`src/rtl/tea_block_packer.sv`:
```
// Packs a 32-bit AXI-Stream of plaintext words into 64-bit TEA blocks {v0, v1}, padding odd packets.
// Optional macro TEA_PACK_BYTESWAP_EN byte-reverses each input word before packing.
module tea_block_packer #(
    parameter logic [31:0] PAD_WORD = 32'h0000_0000,
    parameter int unsigned CNT_W    = 16
) (
    input  logic              i_clk,
    input  logic              i_rst_n,
    input  logic              i_axis_valid_s,
    output logic              o_axis_ready_s,
    input  logic [31:0]       i_axis_data_s,
    input  logic              i_axis_last_s,
    output logic              o_axis_valid_m,
    input  logic              i_axis_ready_m,
    output logic [63:0]       o_axis_data_m,
    output logic              o_axis_last_m,
    output logic [CNT_W-1:0]  o_blk_count,
    output logic              o_padded
);

    localparam int unsigned WORD_W = 32;
    localparam int unsigned BLK_W  = 64;

    typedef enum logic {
        S_HI = 1'b0,
        S_LO = 1'b1
    } state_t;

    state_t              state;
    state_t              state_nxt;
    logic [WORD_W-1:0]   hi;
    logic [WORD_W-1:0]   hi_nxt;
    logic [WORD_W-1:0]   word;
    logic                valid_nxt;
    logic                last_nxt;
    logic                padded_nxt;
    logic [BLK_W-1:0]    data_nxt;
    logic [CNT_W-1:0]    cnt_nxt;
    logic                slv_xfer;
    logic                mst_xfer;

`ifdef TEA_PACK_BYTESWAP_EN
    // Little-endian host words become big-endian TEA words.
    assign word = {i_axis_data_s[7:0], i_axis_data_s[15:8],
                   i_axis_data_s[23:16], i_axis_data_s[31:24]};
`else
    assign word = i_axis_data_s;
`endif

    // Accept a word whenever the output slot is free or being drained this cycle.
    assign o_axis_ready_s = ~o_axis_valid_m | i_axis_ready_m;
    assign slv_xfer       = i_axis_valid_s & o_axis_ready_s;
    assign mst_xfer       = o_axis_valid_m & i_axis_ready_m;

    always_ff @(posedge i_clk or negedge i_rst_n) begin
        if (!i_rst_n) begin
            state          <= S_HI;
            hi             <= '0;
            o_axis_valid_m <= 1'b0;
            o_axis_data_m  <= '0;
            o_axis_last_m  <= 1'b0;
            o_blk_count    <= '0;
            o_padded       <= 1'b0;
        end else begin
            state          <= state_nxt;
            hi             <= hi_nxt;
            o_axis_valid_m <= valid_nxt;
            o_axis_data_m  <= data_nxt;
            o_axis_last_m  <= last_nxt;
            o_blk_count    <= cnt_nxt;
            o_padded       <= padded_nxt;
        end
    end

    // Next-state: drain on master transfer first, then a completing word may reload the slot.
    always_comb begin
        state_nxt  = state;
        hi_nxt     = hi;
        valid_nxt  = o_axis_valid_m;
        data_nxt   = o_axis_data_m;
        last_nxt   = o_axis_last_m;
        cnt_nxt    = o_blk_count;
        padded_nxt = o_padded;

        if (mst_xfer) begin
            valid_nxt = 1'b0;
            cnt_nxt   = o_axis_last_m ? '0 : o_blk_count + CNT_W'(1);
        end

        if (slv_xfer) begin
            unique case (state)
                S_HI: begin
                    if (i_axis_last_s) begin
                        valid_nxt  = 1'b1;
                        data_nxt   = {word, PAD_WORD};
                        last_nxt   = 1'b1;
                        padded_nxt = 1'b1;
                    end else begin
                        hi_nxt    = word;
                        state_nxt = S_LO;
                    end
                end
                S_LO: begin
                    valid_nxt = 1'b1;
                    data_nxt  = {hi, word};
                    last_nxt  = i_axis_last_s;
                    if (i_axis_last_s) begin
                        padded_nxt = 1'b0;
                    end
                    state_nxt = S_HI;
                end
                default: state_nxt = S_HI;
            endcase
        end
    end

endmodule
```
`config.mk`:
```
export PLATFORM = sky130hd
export DESIGN_NAME = tea_block_packer
export DESIGN_NICKNAME = d
export VERILOG_FILES = /design/src/rtl/tea_block_packer.sv
export SDC_FILE = /design/constraint.sdc
export NUM_CORES = 1
export LEC_CHECK = 0
export CORE_MARGIN = 2
export CORE_UTILIZATION = 53
export CTS_CLUSTER_DIAMETER = 150
export DETAILED_ROUTE_END_ITERATION = 6
export GPL_TIMING_DRIVEN = 0
export PLACE_DENSITY = 0.88
export SLEW_MARGIN = 20
export SYNTH_ARGS = -nofsm -noshare
export SYNTH_HDL_FRONTEND = slang
export SYNTH_SLANG_ARGS = --single-unit
export TNS_END_PERCENT = 10
```
`constraint.sdc`:
```
create_clock -name i_clk -period 3.1 [get_ports i_clk]
set_input_delay 0.31 -clock i_clk [delete_from_list [all_inputs] [get_ports i_clk]]
set_output_delay 0.31 -clock i_clk [all_outputs]
set_load 0.02 [all_outputs]
```
## After elaboration in Yosys (flattened, before gate mapping)

Index checks and enable logic that the tools add are counted.

- Flip-flop bits (word level): 116
- Bits in latches: 0
- Bits in writable memories: 0
- Bits in read-only memories: 0
- Input bits: 37
- Output and inout port bits: 84
- Memories: 0

- Add/subtract/negate cells: 1
- Multipliers: 0
- Div/mod/pow operators: 0
- Magnitude comparators: 0
- Equality and inequality tests: 2
- Shift operators: 0
- Mux-type cells: 13
- Bitwise logic cells: 6
- Reduce and logical (&&, ||, !) cells: 3

Operator list:

| kind | number |
|---|---|
| $pmux W64 S2 | 1 |
| $mux W64 | 1 |
| $add A16 B1 Y16 const B | 1 |
| $mux W16 | 1 |
| $pmux W1 S2 | 4 |
| $mux W1 | 6 |
| $reduce_and A3 Y1 | 2 |
| $ne A2 B2 Y1 const B | 2 |
| $not A1 Y1 | 3 |
| $and A1 B1 Y1 | 2 |
| $reduce_and A2 Y1 | 1 |
| $or A1 B1 Y1 | 1 |

## Logic depth before layout (Yosys ltp)

- Word-level depth: 5
- Mapped depth: 7
- Mapped depth without buffers: 4

## Worst setup path after synthesis

OpenSTA, ideal clock, no wires.

- Path type: register to register
- Start: register o_axis_valid_m
- End: register hi[10]
- Arrival: 1.673 ns
- Required time: 2.975 ns
- Setup slack: 1.302 ns
- Stages on the path, launching flop included: 8
- Path buffers: 3
- Clock period less this slack: 1.798 ns
- Cell sequence: dfrtp_1 nand2b_1 buf_4 nand2_2 or3_1 buf_6 buf_12 mux2_4

- Cells in the longest elaborated chain, start to end: 4

Ends and longest elaborated chain:

| what | line | text |
|---|---|---|
| from (decl) | 13 | `output logic o_axis_valid_m,` |
| from (signal assigned) | 67 | `o_axis_valid_m <= valid_nxt;` |
| $not A1 Y1 | 51 | `assign o_axis_ready_s = ~o_axis_valid_m \| i_axis_ready_m;` |
| $or A1 B1 Y1 | 51 |  |
| net o_axis_ready_s | 10 | `output logic o_axis_ready_s,` |
| $and A1 B1 Y1 | 52 | `assign slv_xfer = i_axis_valid_s & o_axis_ready_s;` |
| $reduce_and A3 Y1 (no source line) | - |  |
| to (signal assigned) | 66 | `hi <= hi_nxt;` |
| to (decl) | 31 | `logic [WORD_W-1:0] hi;` |

The timed path passes the listed nets, and every way through them passes these cells.
A chain may end at the register's enable or synchronous reset.

## Final worst setup path

- Start: register o_axis_valid_m
- End: output o_axis_ready_s

- Cells in the longest elaborated chain, start to end: 2

Ends and longest elaborated chain:

| what | line |
|---|---|
| $not A1 Y1 | 51 |
| $or A1 B1 Y1 | 51 |
| to (decl) | 10 |

No other way between the ends.

==> impl_metrics.json <==
{
  "slew_viol_final": 0,
  "critPathRequiredTime_ns": 2.79,
  "pwr_density_cell_nw_per_um2": 854,
  "mostFrequentLayoutCells": "clkdlybuf4s50_1, dfrtp_1, nand2_1",
  "status": "finished clean",
  "cp-start-kind": "flip-flop",
  "netlist_area_sq_um": 4840,
  "path_delay_family": "buffers and inverters",
  "antenna_found_initial": 0,
  "drt-initial-drc-count": 105,
  "cts_tree": "yes",
  "slowest_stage": "clkdlybuf4s50_1",
  "max_freq_mhz": 480,
  "rsz0062_at_grt": "false",
  "clk_latency_ns": 0.51,
  "grt_pass1_vias": 3799,
  "r2r_cells": 6,
  "antenna_cells": 0,
  "wl_um": 12000,
  "gp_congestion": 0.753,
  "antenna_left": 0,
  "final_common_cell": "clkdlybuf4s50_1",
  "synthCells": 376,
  "synth_cell_types": 30,
  "finish.instance_area_sq_um": 6840,
  "routedWlPerCell_um": 18.8,
  "async_flop_share_pct": 100,
  "fin_ws_ns": 1.02,
  "htree_num_levels": 4,
  "syn_nets": 414,
  "io_pins": 121,
  "gr-usage-all-layers_pct": 25.2,
  "path_buf_inv": 2,
  "coreArea_sq_um": 8810,
  "ir_drop_v": 0.000547,
  "finClkSkew_ns": 0.00573,
  "max_stage_delay_ns": 0.61,
  "post_synth.cell_area_avg_sq_um": 12.9,
  "dp_slack_ns": 0.789,
  "placedInstanceArea_sq_um": 6210,
  "drive_above_1_share_pct": 14.3,
  "hold_viol": 0,
  "synth_edf_count": 0,
  "p_leak_uw": 0.00310,
  "clkTransAtPathRegs_ns": 0.06,
  "dieArea_sq_um": 9920,
  "grt_overflow": 0,
  "rrSetupSlack_ns": 1.11,
  "crit_arrival_ns": 1.77,
  "grt_max_degree": 60,
  "maxSlewHeadroom_pct": 48.4,
  "dr.pass1.iters": 4,
  "die_w_um": 99.6,
  "cap_violations": 0,
  "r2r_start": "state",
  "timing.rr.end": "o_axis_data_m[51]",
  "tightest_slew_ns": 0.774,
  "grt_pass1_wl_um": 19100,
  "cts_root_buf": "clkbuf_8",
  "period_needed_ns": 2.08,
  "path_class": "reg -> out",
  "layout.cells.non_filler": 638,
  "min_path_type": "in -> async",
  "path_max_fanout": 6,
  "clk_path_buf_depth": 2,
  "worstPathCellList": "nand2b_1 > buf_4 > clkdlybuf4s50_1",
  "start_util_pct": 55.0,
  "num_vias": 3601,
  "drc": 0,
  "finalSetupViolations": 0,
  "ys_ff_latch": 116,
  "die_h_um": 99.6,
  "cts.sinks": 116,
  "rows": 34,
  "cts_resized": 0,
  "dp.cells": 605,
  "layout.nets": 555,
  "yosysSeqAreaShare_pct": 59.9,
  "vias_per_cell": 5.64,
  "worstSetupEndpointType": "output port",
  "portBuffers": 120,
  "cts_buffers": 17,
  "final.period_utilization_pct": 67.2,
  "ys.flop_type": "dfrtp_1",
  "dpl.hpwl_um": 7890,
  "syn_to_final_growth_pct": 41.3,
  "yosys_warnings": 0
}
-- cells by family (layout without fill, tap and decap cells) --
family	Yosys count	in the layout	share of synthesized area, %
fa+ha+maj	1	1	0.258
simple gates	78	78	7.44
xor+xnor	7	7	1.27
flops	116	116	59.9
buf+inv	27	181	3.46
compound gates	82	82	11.1
mux	65	65	16.5
-- repair_timing --
item                                   4_1_cts  5_1_grt
endpoints found under the hold margin       57        0
hold buffers                                 1        0
buffers inserted                             0        0
-- worst max path at each step --
stage,start,endpoint,slack [ns],cells after the start
2_1_floorplan,o_axis_valid_m,hi[10],1.30,7
3_3_place_gp,i_rst_n,o_axis_data_m[8],-2.54,1
3_5_place_dp,i_axis_ready_m,o_axis_data_m[51],0.79,8
4_1_cts,o_axis_valid_m,o_axis_ready_s,0.99,3
5_1_grt,o_axis_valid_m,o_axis_ready_s,0.94,3
6_report,o_axis_valid_m,o_axis_ready_s,1.02,3
-- power by group --
part / switching (uW) / internal, uW / leakage (uW)
Clock: 705 / 1350 / 0.000285
Combinational: 796 / 856 / 0.00135
Sequential: 241 / 1900 / 0.00146
-- sequential cells by signal, indices dropped and copies added (netlist names) --
register        flops
hi                 32
o_blk_count        16
o_axis_last_m       1
o_axis_data_m      64
o_padded            1
o_axis_valid_m      1
state               1
-- final cells by class --
class,instances,area [sq um]
sequential,116,2900
buffer,24,156
fill,569,1960
multi-input combinational,233,1770
clock inverter,12,179
tap,108,135
inverter,3,11.3
clock buffer,20,445
timing repair buffer,122,1240
-- metal layers --
layer  part of all wire [%]  vias to the layer above  GRT usage (%)
li1                       -                     1629              -
met1                     42                     1854           30.8
met2                     53                      104           43.7
met3                    4.0                       14           6.04
met4                    1.4                        0           8.96
met5                      0                        -              0
-- Yosys cell counts, types with 2 or more instances --
master	number	share of area [%]
nand3_1	7	0.72
clkbuf_1	13	1.0
buf_12	3	1.2
dfrtp_1	116	60
o21ai_0	41	4.2
nor2_1	8	0.62
mux2_4	29	9.0
or3_1	7	0.90
xor2_1	6	1.1
a21oi_1	6	0.62
nand2_1	43	3.3
a22o_1	33	6.0
nand4_1	3	0.39
inv_1	3	0.23
and3_1	2	0.26
buf_2	5	0.52
mux2i_1	33	6.8
and4_1	4	0.72
mux2_2	3	0.70
-- through the flow --
step | hold WS [ns] | utilization (%) | setup TNS, ns | power, uW
finish | 0.330 | 77.7 | 0 | 5840
global route | 0.372 | 77.7 | 0 | 6080
CTS | 0.340 | 77.7 | 0 | 5870
detailed placement | 0.311 | 70.5 | 0 | 3790
global placement | 0.466 | 70.2 | -293.79 | 3720
floorplan | 0.0144 | - | 0 | 3010
(Power assumes the default switching activity.)
